[src/rtl/rv32_pkg.sv]
// Shared rv32 pipeline types: privilege modes, fetch fault codes and the
// per-request context tag carried alongside each fetched instruction.
package rv32;

  typedef enum logic [1:0] {
    PRIV_U    = 2'b00,
    PRIV_S    = 2'b01,
    PRIV_RSVD = 2'b10,
    PRIV_M    = 2'b11
  } priv_mode_t;

  typedef enum logic [1:0] {
    FETCH_FAULT_NONE       = 2'd0,
    FETCH_FAULT_ACCESS     = 2'd1,
    FETCH_FAULT_MISALIGNED = 2'd2
  } fetch_fault_t;

  typedef struct packed {
    priv_mode_t priv;
    priv_mode_t mem_priv;
    logic       endian;
  } fetch_ctx_t;

  localparam logic [31:0] INST_BYTES = 32'd4;

  function automatic logic is_misaligned(input logic [31:0] addr);
    return addr[1:0] != 2'b00;
  endfunction

  function automatic logic [31:0] word_align(input logic [31:0] addr);
    return {addr[31:2], 2'b00};
  endfunction

  function automatic logic [31:0] seq_next_pc(input logic [31:0] pc);
    return pc + INST_BYTES;
  endfunction

endpackage

[src/rtl/fetch_stage.sv]
// rv32 instruction fetch stage: owns the PC, issues one word read at a time
// and presents a context-tagged instruction or bubble to IF/ID.
// Optional feature macro IFETCH_OVERLAP_EN: request pc+4 while consuming.
module fetch_stage
  import rv32::*;
#(
  parameter logic [31:0] RESET_ADDR = 32'h0000_0000
) (
  input  logic         clk,
  input  logic         rst_n,
  input  logic         stall,
  input  logic         redirect_i,
  input  logic [31:0]  redirect_pc_i,
  input  priv_mode_t   priv_i,
  input  priv_mode_t   mem_priv_i,
  input  logic         endianness_i,
  output logic         ibus_req_o,
  output logic [31:0]  ibus_addr_o,
  input  logic         ibus_ready_i,
  input  logic         ibus_rvalid_i,
  input  logic [31:0]  ibus_rdata_i,
  input  logic         ibus_err_i,
  output logic         bubble_o,
  output logic [31:0]  pc_o,
  output priv_mode_t   priv_o,
  output priv_mode_t   mem_priv_o,
  output logic         endianness_o,
  output logic [31:0]  inst_o,
  output fetch_fault_t fault_o
);

  typedef enum logic [1:0] {
    S_REQ  = 2'd0,
    S_WAIT = 2'd1,
    S_HOLD = 2'd2
  } state_t;

  state_t       state_q, state_d;
  logic [31:0]  pc_q, pc_d;
  logic         kill_q, kill_d;
  fetch_ctx_t   ctx_q, ctx_d;

  logic         bubble_q, bubble_d;
  logic [31:0]  out_pc_q, out_pc_d;
  logic [31:0]  inst_q, inst_d;
  fetch_ctx_t   out_ctx_q, out_ctx_d;
  fetch_fault_t fault_q, fault_d;

  fetch_ctx_t   cur_ctx_s;
  logic         req_s;
  logic [31:0]  addr_s;
  logic         outstanding_s;

  assign cur_ctx_s = '{priv: priv_i, mem_priv: mem_priv_i, endian: endianness_i};
  // A read is still in flight if we are waiting and this cycle brings no response.
  assign outstanding_s = (state_q == S_WAIT) && !ibus_rvalid_i;

  // Next-state, next-PC, kill tracking and output-register update.
  always_comb begin
    state_d   = state_q;
    pc_d      = pc_q;
    ctx_d     = ctx_q;
    bubble_d  = bubble_q;
    out_pc_d  = out_pc_q;
    inst_d    = inst_q;
    out_ctx_d = out_ctx_q;
    fault_d   = fault_q;
    req_s     = 1'b0;
    addr_s    = word_align(pc_q);
    kill_d    = kill_q && !ibus_rvalid_i;

    if (redirect_i) begin
      pc_d   = redirect_pc_i;
      kill_d = outstanding_s || (kill_q && !ibus_rvalid_i);
      if (is_misaligned(redirect_pc_i)) begin
        state_d   = S_HOLD;
        bubble_d  = 1'b0;
        out_pc_d  = redirect_pc_i;
        inst_d    = 32'd0;
        out_ctx_d = cur_ctx_s;
        fault_d   = FETCH_FAULT_MISALIGNED;
      end else if (outstanding_s) begin
        state_d  = S_WAIT;
        bubble_d = 1'b1;
      end else begin
        state_d  = S_REQ;
        bubble_d = 1'b1;
      end
    end else begin
      case (state_q)
        S_REQ: begin
          // Hold off while a killed read is still due back: one outstanding max.
          req_s = !kill_q;
          if (req_s && ibus_ready_i) begin
            ctx_d   = cur_ctx_s;
            state_d = S_WAIT;
          end else begin
            state_d = S_REQ;
          end
        end
        S_WAIT: begin
          if (ibus_rvalid_i && kill_q) begin
            state_d = S_REQ;
          end else if (ibus_rvalid_i) begin
            state_d   = S_HOLD;
            bubble_d  = 1'b0;
            out_pc_d  = pc_q;
            out_ctx_d = ctx_q;
            if (ibus_err_i) begin
              inst_d  = 32'd0;
              fault_d = FETCH_FAULT_ACCESS;
            end else begin
              inst_d  = ibus_rdata_i;
              fault_d = FETCH_FAULT_NONE;
            end
          end else begin
            state_d = S_WAIT;
          end
        end
        S_HOLD: begin
          if (stall) begin
            state_d = S_HOLD;
          end else begin
            pc_d     = seq_next_pc(pc_q);
            bubble_d = 1'b1;
            state_d  = S_REQ;
`ifdef IFETCH_OVERLAP_EN
            req_s  = !kill_q;
            addr_s = word_align(seq_next_pc(pc_q));
            if (req_s && ibus_ready_i) begin
              ctx_d   = cur_ctx_s;
              state_d = S_WAIT;
            end else begin
              state_d = S_REQ;
            end
`endif
          end
        end
        default: begin
          state_d  = S_REQ;
          bubble_d = 1'b1;
          kill_d   = 1'b0;
        end
      endcase
    end
  end

  // State, PC and presented-instruction registers with synchronous reset.
  always_ff @(posedge clk) begin
    if (!rst_n) begin
      state_q   <= S_REQ;
      pc_q      <= RESET_ADDR;
      kill_q    <= 1'b0;
      ctx_q     <= '{priv: PRIV_U, mem_priv: PRIV_U, endian: 1'b0};
      bubble_q  <= 1'b1;
      out_pc_q  <= 32'd0;
      inst_q    <= 32'd0;
      out_ctx_q <= '{priv: PRIV_U, mem_priv: PRIV_U, endian: 1'b0};
      fault_q   <= FETCH_FAULT_NONE;
    end else begin
      state_q   <= state_d;
      pc_q      <= pc_d;
      kill_q    <= kill_d;
      ctx_q     <= ctx_d;
      bubble_q  <= bubble_d;
      out_pc_q  <= out_pc_d;
      inst_q    <= inst_d;
      out_ctx_q <= out_ctx_d;
      fault_q   <= fault_d;
    end
  end

  assign ibus_req_o   = rst_n && req_s;
  assign ibus_addr_o  = addr_s;
  assign bubble_o     = bubble_q;
  assign pc_o         = out_pc_q;
  assign inst_o       = inst_q;
  assign priv_o       = out_ctx_q.priv;
  assign mem_priv_o   = out_ctx_q.mem_priv;
  assign endianness_o = out_ctx_q.endian;
  assign fault_o      = fault_q;

endmodule
[config.mk]
export PLATFORM = sky130hd
export DESIGN_NAME = fetch_stage
export DESIGN_NICKNAME = d
export VERILOG_FILES = /design/src/rtl/rv32_pkg.sv /design/src/rtl/fetch_stage.sv
export SDC_FILE = /design/constraint.sdc
export NUM_CORES = 1
export LEC_CHECK = 0
export CAP_MARGIN = 20
export CORE_MARGIN = 1.5
export CORE_UTILIZATION = 49
export DETAILED_ROUTE_END_ITERATION = 16
export GPL_ROUTABILITY_DRIVEN = 1
export GPL_TIMING_DRIVEN = 0
export PLACE_DENSITY = 0.89
export SETUP_SLACK_MARGIN = 0.02
export SYNTH_ARGS = -nofsm -noshare
export SYNTH_HDL_FRONTEND = slang
export SYNTH_SLANG_ARGS = --single-unit
[constraint.sdc]
create_clock -name clk -period 3.5 [get_ports clk]
set_input_delay 0.35 -clock clk [delete_from_list [all_inputs] [get_ports clk]]
set_output_delay 0.35 -clock clk [all_outputs]
set_load 0.05 [all_outputs]
== Yosys cells after proc, flatten, opt, wreduce, memory -nomap -nowiden ==
Cells that the tools add are included.
Word-level totals
  bits in registers: 112
  input bits: 76
  output and inout bits: 105
  logic and storage cells: 85
Cells by class
  add/sub/neg operators: 1
  equality and inequality tests: 9
  multiplexer cells: 43
  bitwise operators: 1
  reductions and logical operators: 18
Operators by type and width (number)
  2-to-1 mux 32 bit: 14
  adder 32 x 3 -> 32 bit, second input constant: 1
  2-to-1 mux 5 bit: 5
  2-to-1 mux 2 bit: 10
  2-to-1 mux 1 bit: 12
  != test 3 bit, second input constant: 3
  AND reduction 4 bit: 2
  nonzero test 2 bit: 4
  case mux 2 bit (3 select lines): 1
  logical AND 1 bit: 5
  != test 2 x 1 -> 1 bit, second input constant: 2
  != test 2 bit, second input constant: 2
  case mux 1 bit (3 select lines): 1
  AND reduction 3 bit: 1
  OR reduction 3 bit: 1
  equality test 2 x 1 -> 1 bit, second input constant: 1
  equality test 2 bit, second input constant: 1
  logical NOT 1 bit: 2
  logical NOT 2 bit: 1
  AND reduction 2 bit: 1
  logical OR 1 bit: 1
  inverter 1 bit: 1

== Depth between registers and ports, before layout ==
Gate-level depths: netlist (run 1).
  depth in word-level cells: 5
  mapped depth: 7
  mapped depth without buffers: 6

== Worst setup path after synthesis (run 1) ==
OpenSTA, ideal clock, no wires.
  path kind: input to output
  from: in redirect_i
  to: out ibus_req_o
  arrival: 1.671 ns
  data required time: 3.150 ns
  setup slack: 1.479 ns
  stages on the path: 3
  path buffers: 1
  cells stage by stage: buf_2 nor4_1 and2_1
Between the ends
  word-level cells in the longest chain between the ends: 2
RTL lines
  from (decl): line fetch_stage.sv:12  | input logic redirect_i,
  2-to-1 mux 1 bit: line fetch_stage.sv:72  | if (redirect_i) begin
  logical AND 1 bit: line fetch_stage.sv:173  | assign ibus_req_o = rst_n && req_s;
  to (decl): line fetch_stage.sv:17  | output logic ibus_req_o,
No other way between the ends.

== Worst setup path after layout (run 1) ==
Ends and elaborated chain as after synthesis.

==> metrics.cfg, run 1 <==
[floorplanning]
fp.dieH_um = 105
coreArea_sq_um = 10200
ioPinCount = 181
dieWidth_um = 105
die_area_sq_um = 11100
row_count = 37
initial_core_util_pct = 50.0

[yosys]
synthArstFlopShare_pct = 0
synth_cell_types = 54
syn_area_sq_um = 5120
synth.ff_latch_count = 112
synth_top_flop_cell = dfxtp_1
syn_area_per_cell_sq_um = 8.16
synth_edf_count = 0
syn_inst = 627
ys_warn_count = 0
seq_area_frac_synth_pct = 43.8

[route]
dr.max_layer_used = met4
wl_met1_um = 6680
wl_met3_um = 1790
wl_um = 17300
vias = 5488
final_antenna_net_count = 0
drt_iter0_drc = 361
viasPerCell = 5.73
wl_per_cell_um = 18.0
firstDrtPassIters = 6
drc = 0
wl_met2_um = 8240

[placed_design]
io_buffers = 177
dp.cells = 941
gp_congestion = 0.945
place_area_sq_um = 7060
place_ws_ns = 0.0197
hpwl_um = 12800

[finish]
fin_area_sq_um = 7310
fin_cells = 957
drive_above_1_share_pct = 8.53
final_common_cell = clkdlybuf4s50_1
diodes = 0
nets = 893
fillers = 803
mostFrequentLayoutCells = clkdlybuf4s50_1, dfxtp_1, nand2_1
syn_to_final_growth_pct = 42.9

[power]
irDropWorstVdd_uv = 309
power_per_cell_area_nw_per_um2 = 426
p_leak_nw = 2.63

[timing]
setup_tns_ns = 0
fin_skew_ns = 0.0137
setup_viol = 0
slew_headroom_pct = 47.2
drv_slew = 0
finalWorstSetupSlack_ns = 0.291
period_share_pct = 91.7
finalHoldViolations = 0
tightest_slew_ns = 0.792
max_freq_mhz = 312
fin_crit_ns = 3.21
rsz0062_at_grt = false

[flow_run]
max_cap_viol_count = 0

[clock_network]
cts_resized = 0
clk_latency_ns = 0.39
clock-sinks = 112
ctsRootBufferMaster = clkbuf_8
htreeDepth = 3
cts-buffers-inserted = 9
holdBufCountCts = 0
clockBufferDepth = 2
post-cts-setup-buffers = 0
tritoncts = yes
clkTransAtPathRegs_ns = 0.11

[grt]
grt_pass1_wl_um = 27200
grt_overflow = 0
antenna_found_initial = 0
grt_max_degree = 19
first_global_vias = 5462
grt_usage_pct = 31.3

[setup_path]
crit_arrival_ns = 2.86
cp-start-kind = input port
cp_max_fo = 10
worst-r2r-setup-slack_ns = 1.11
timing.rr.start = state_q[0]
cp-end-kind = primary output
reg2reg_to = pc_o[6]
path_class = input port to primary output
r2r_cells = 6
required_ns = 3.15

[hold_path]
min_to = pc_o[14]
hold_path.class = input port to register
hold_depth = 3
hp-start = rst_n

[status]
status = complete, no violations

==> kinds of logic (layout without fill, tap and decap cells) <==
logic type	Yosys count	count (layout)	share of synthesized area (%)
XOR/XNOR	7	7	1.20
other	1	2	0.0733
AO/OA/AOI/OAI	138	138	17.3
AND/OR/NAND/NOR	262	262	23.9
multiplexers	22	22	4.50
adder cells (fa/ha/maj)	1	1	0.245
buffers and inverters	84	277	9.00
flip-flops	112	112	43.8
==> power by group <==
group | internal [mW] | switching, mW | leakage, nW
registers | 1.35 | 0.0630 | 0.918
clock network | 0.477 | 0.459 | 0.119
logic | 0.292 | 0.479 | 1.59
==> state kept, by name (all words and copies together), names as in the netlist <==
signal,flops
bubble_o,1
pc_o,32
pc_q,32
endianness_o,1
ctx_q,5
fault_o,2
kill_q,1
inst_o,32
state_q,2
priv_o,2
mem_priv_o,2
==> worst max path at each step <==
stage / start / endpoint / slack, ns / depth (start not counted)
2_1_floorplan: redirect_i / ibus_req_o / 1.48 / 3
3_3_place_gp: redirect_i / ibus_req_o / 0.11 / 5
3_5_place_dp: redirect_i / ibus_req_o / 0.02 / 5
4_1_cts: redirect_i / ibus_req_o / 0.02 / 5
5_1_grt: redirect_i / ibus_req_o / 0.22 / 5
6_report: redirect_i / ibus_req_o / 0.29 / 5
==> per-stage QoR <==
step | util [%] | power (mW) | hold WS, ns
6_report | 71.5 | 3.12 | 0.393
3_3_place_gp | 69.0 | 2.18 | 0.438
4_1_cts | 71.4 | 3.11 | 0.378
2_1_floorplan | - | 1.89 | 0.429
3_5_place_dp | 69.0 | 2.20 | 0.446
5_1_grt | 71.5 | 3.21 | 0.432
==> critical path, cell delays in order <==
cell and delay (ns):
clkdlybuf4s50_1 0.55, buf_2 0.28, nor4_2 0.65, and2_1 0.23, clkdlybuf4s50_1 0.80
==> Yosys cell counts (2+ instances only) <==
| library cell | count | area (sq um) |
|---|---|---|
| and3_1 | 6 | 37.5 |
| clkbuf_1 | 31 | 116 |
| a311oi_1 | 15 | 131 |
| buf_1 | 3 | 11.3 |
| nor2_1 | 50 | 188 |
| or3b_1 | 2 | 17.5 |
| nor3_1 | 10 | 50.1 |
| xor2_1 | 5 | 43.8 |
| a211oi_1 | 22 | 165 |
| nand4_1 | 14 | 87.6 |
| o21a_1 | 3 | 22.5 |
| mux2_1 | 2 | 22.5 |
| nor2b_1 | 5 | 31.3 |
| mux2_2 | 6 | 67.6 |
| mux2i_1 | 14 | 140 |
| xnor2_1 | 2 | 17.5 |
| buf_2 | 8 | 40.0 |
| nand2b_1 | 2 | 12.5 |
| a21oi_1 | 61 | 305 |
| nand3_1 | 50 | 250 |
| a21boi_0 | 4 | 30.0 |
| o311ai_0 | 3 | 26.3 |
| nand2_1 | 100 | 375 |
| inv_1 | 7 | 26.3 |
| nor4_1 | 9 | 56.3 |
| o21ai_0 | 13 | 65.1 |
| dfxtp_1 | 112 | 2240 |
| buf_6 | 2 | 22.5 |
| and2_1 | 4 | 25.0 |
| buf_4 | 32 | 240 |
| a31oi_1 | 5 | 31.3 |
| o211a_1 | 2 | 20.0 |
| nor3b_1 | 2 | 15.0 |
==> cell type report <==
type,count,area (sq um),area share [%]
Sequential cell,112,2240,30.7
Clock inverter,7,120,1.64
Timing Repair Buffer,177,1770,24.2
Tap cell,136,170,2.33
Inverter,8,30.0,0.411
Clock buffer,9,124,1.69
Buffer,76,430,5.89
Multi-Input combinational cell,432,2420,33.1
==> routing by layer <==
metal	up-vias	GRT usage, %
met5	-	0
met3	52	8.61
li1	2570	-
met2	312	51.5
met4	0	14.5
met1	2554	37.8
Power figures use the tool's default switching activity.
==> run 2, diff against run 1 <==
--- a/config.mk
+++ b/config.mk
@@ -8,10 +8,12 @@
 export CAP_MARGIN = 20
 export CORE_MARGIN = 1.5
 export CORE_UTILIZATION = 49
+export CTS_CLUSTER_DIAMETER = 200
 export DETAILED_ROUTE_END_ITERATION = 16
 export GPL_ROUTABILITY_DRIVEN = 1
 export GPL_TIMING_DRIVEN = 0
 export PLACE_DENSITY = 0.89
+export RECOVER_POWER = 100
 export SETUP_SLACK_MARGIN = 0.02
 export SYNTH_ARGS = -nofsm -noshare
 export SYNTH_HDL_FRONTEND = slang
==> run 2 against run 1 <==
  * Setup slack got worse by 0.084 ns
  * Global-route usage unchanged
  * First-iteration DRC count is the same
  * Flip-flop and latch count unchanged
  * Combinational power decreased by 3.4%
  * Critical path depth is the same
  * Utilization is 0.061 points lower
  * Count of clock-buffer cells in the layout unchanged
  * Final cell count is the same
  * Sequential share of layout area hardly changed
  * Clock power is essentially flat
  * Largest power group unchanged
==> metrics.cfg, run 2 (synthesis results as in run 1) <==
[clock_network]
htreeDepth = 3
cts-buffers-inserted = 9
holdBufCountCts = 0
clkTransAtPathRegs_ns = 0.11
clk_latency_ns = 0.39
tritoncts = yes
clockBufferDepth = 2
ctsRootBufferMaster = clkbuf_8
clock-sinks = 112

[timing]
whs_ns = 0.418
tightest_slew_ns = 0.801
max_freq_mhz = 304
period_share_pct = 94.1
setup_tns_ns = 0
fin_skew_ns = 0.0145
rsz0062_at_grt = false
slew_headroom_pct = 46.6
drv_slew = 0
setup_viol = 0
fin_crit_ns = 3.29
finalHoldViolations = 0

[setup_path]
crit_arrival_ns = 2.94
cp_max_fo = 10
required_ns = 3.15
cp-start-kind = input port
cp-end-kind = primary output
path_class = input port to primary output

[power]
irDropWorstVdd_uv = 309
p_seq_share_pct = 45.6
p_sw_mw = 0.998
clockPowerShare_pct = 30.3
p_leak_nw = 2.89
power_per_cell_area_nw_per_um2 = 423
switching_share_pct = 32.3
combPwrFrac_pct = 24.1
p_int_mw = 2.09

[floorplanning]
row_count = 37
initial_core_util_pct = 50.0
fp.dieH_um = 105
coreArea_sq_um = 10200
dieWidth_um = 105
ioPinCount = 181
die_area_sq_um = 11100

[flow_run]
max_cap_viol_count = 0

[grt]
grt_usage_pct = 31.3
grt_overflow = 0
grt_pass1_wl_um = 27200
grt_max_degree = 19
antenna_found_initial = 0
first_global_vias = 5462

[hold_path]
hold_path.class = input port to register

[placed_design]
gp_congestion = 0.945
hpwl_um = 12800
io_buffers = 177

[finish]
diodes = 0
drive_above_1_share_pct = 7.92
nets = 893
final_common_cell = dfxtp_1
mostFrequentLayoutCells = dfxtp_1, dlygate4sd3_1, nand2_1
fillers = 803
syn_to_final_growth_pct = 42.8

[route]
vias = 5485
wl_per_cell_um = 18.0
final_antenna_net_count = 0
wl_um = 17200
drt_iter0_drc = 361
firstDrtPassIters = 6
viasPerCell = 5.73
drc = 0

[status]
status = complete, no violations

==> run 2: cell count changes in the layout (fill, tap and decap cells not counted), sizes merged <==
cell           previous run  this run
clkdlybuf4s50           177        74
dlygate4sd3               0       103
buf                      45        37
clkbuf                   40        48
==> run 2: power by group through the flow <==
stage          clock network, mW  registers, mW  logic [mW]
2_1_floorplan                  0           1.58       0.308
3_3_place_gp                   0           1.43       0.749
3_5_place_dp                   0           1.44       0.763
4_1_cts                    0.936           1.41       0.765
5_1_grt                    0.979           1.42       0.787
6_report                   0.936           1.41       0.745
==> run 2: repair_timing <==
action / 4_1_cts / 5_1_grt
setup buffers: 0 / 0
setup endpoints to repair: 0 / 1
resized for setup: 0 / 1
hold endpoints to repair: 0 / 0
==> run 2: final timing paths <==
check / from / to / slack, ns / cells past startpoint
worst max-delay path: redirect_i / ibus_req_o / 0.21 / 5
worst min-delay path: rst_n / pc_o[14] / 0.42 / 3
worst max register to register: state_q[1] / pc_q[31] / 0.96 / 5
worst min register to register: inst_o[30] / inst_o[30] / 0.46 / 2
==> run 2: area by class of cell <==
class / count / area [sq um] / area share, %
well taps: 136 / 170 / 2.33
multi-input cells: 432 / 2420 / 33.2
flip-flops and latches: 112 / 2240 / 30.7
inverters: 8 / 30.0 / 0.411
repair buffers: 177 / 1770 / 24.3
clock inverters: 7 / 120 / 1.64
clock buffers: 9 / 124 / 1.70
plain buffers: 76 / 424 / 5.81
==> run 2: critical path, stage by stage <==
cell and delay [ns]:
dlygate4sd3_1 0.65, buf_2 0.25, nor4_2 0.65, and2_1 0.23, clkdlybuf4s50_1 0.80
==> run 2: per-layer routing <==
| metal | global-route usage, % | up-vias | share of wire, % |
|---|---|---|---|
| met4 | 14.5 | 0 | 3.2 |
| met5 | 0 | - | 0 |
| met1 | 37.8 | 2565 | 39 |
| met3 | 8.61 | 49 | 10 |
| li1 | - | 2568 | - |
| met2 | 51.5 | 303 | 48 |
==> run 2: metrics by stage <==
step           setup WS (ns)  util [%]  power, mW  instance area (sq um)  std cells
6_report               0.207      71.4       3.09                   7310        957
5_1_grt                0.146      71.4       3.18                   7310        957
4_1_cts               0.0224      71.4       3.11                   7310        957
3_5_place_dp          0.0197      69.0       2.20                   7060        941
3_3_place_gp           0.108      69.0       2.18                   7060        941
2_1_floorplan           1.48         -       1.89                   5120        628
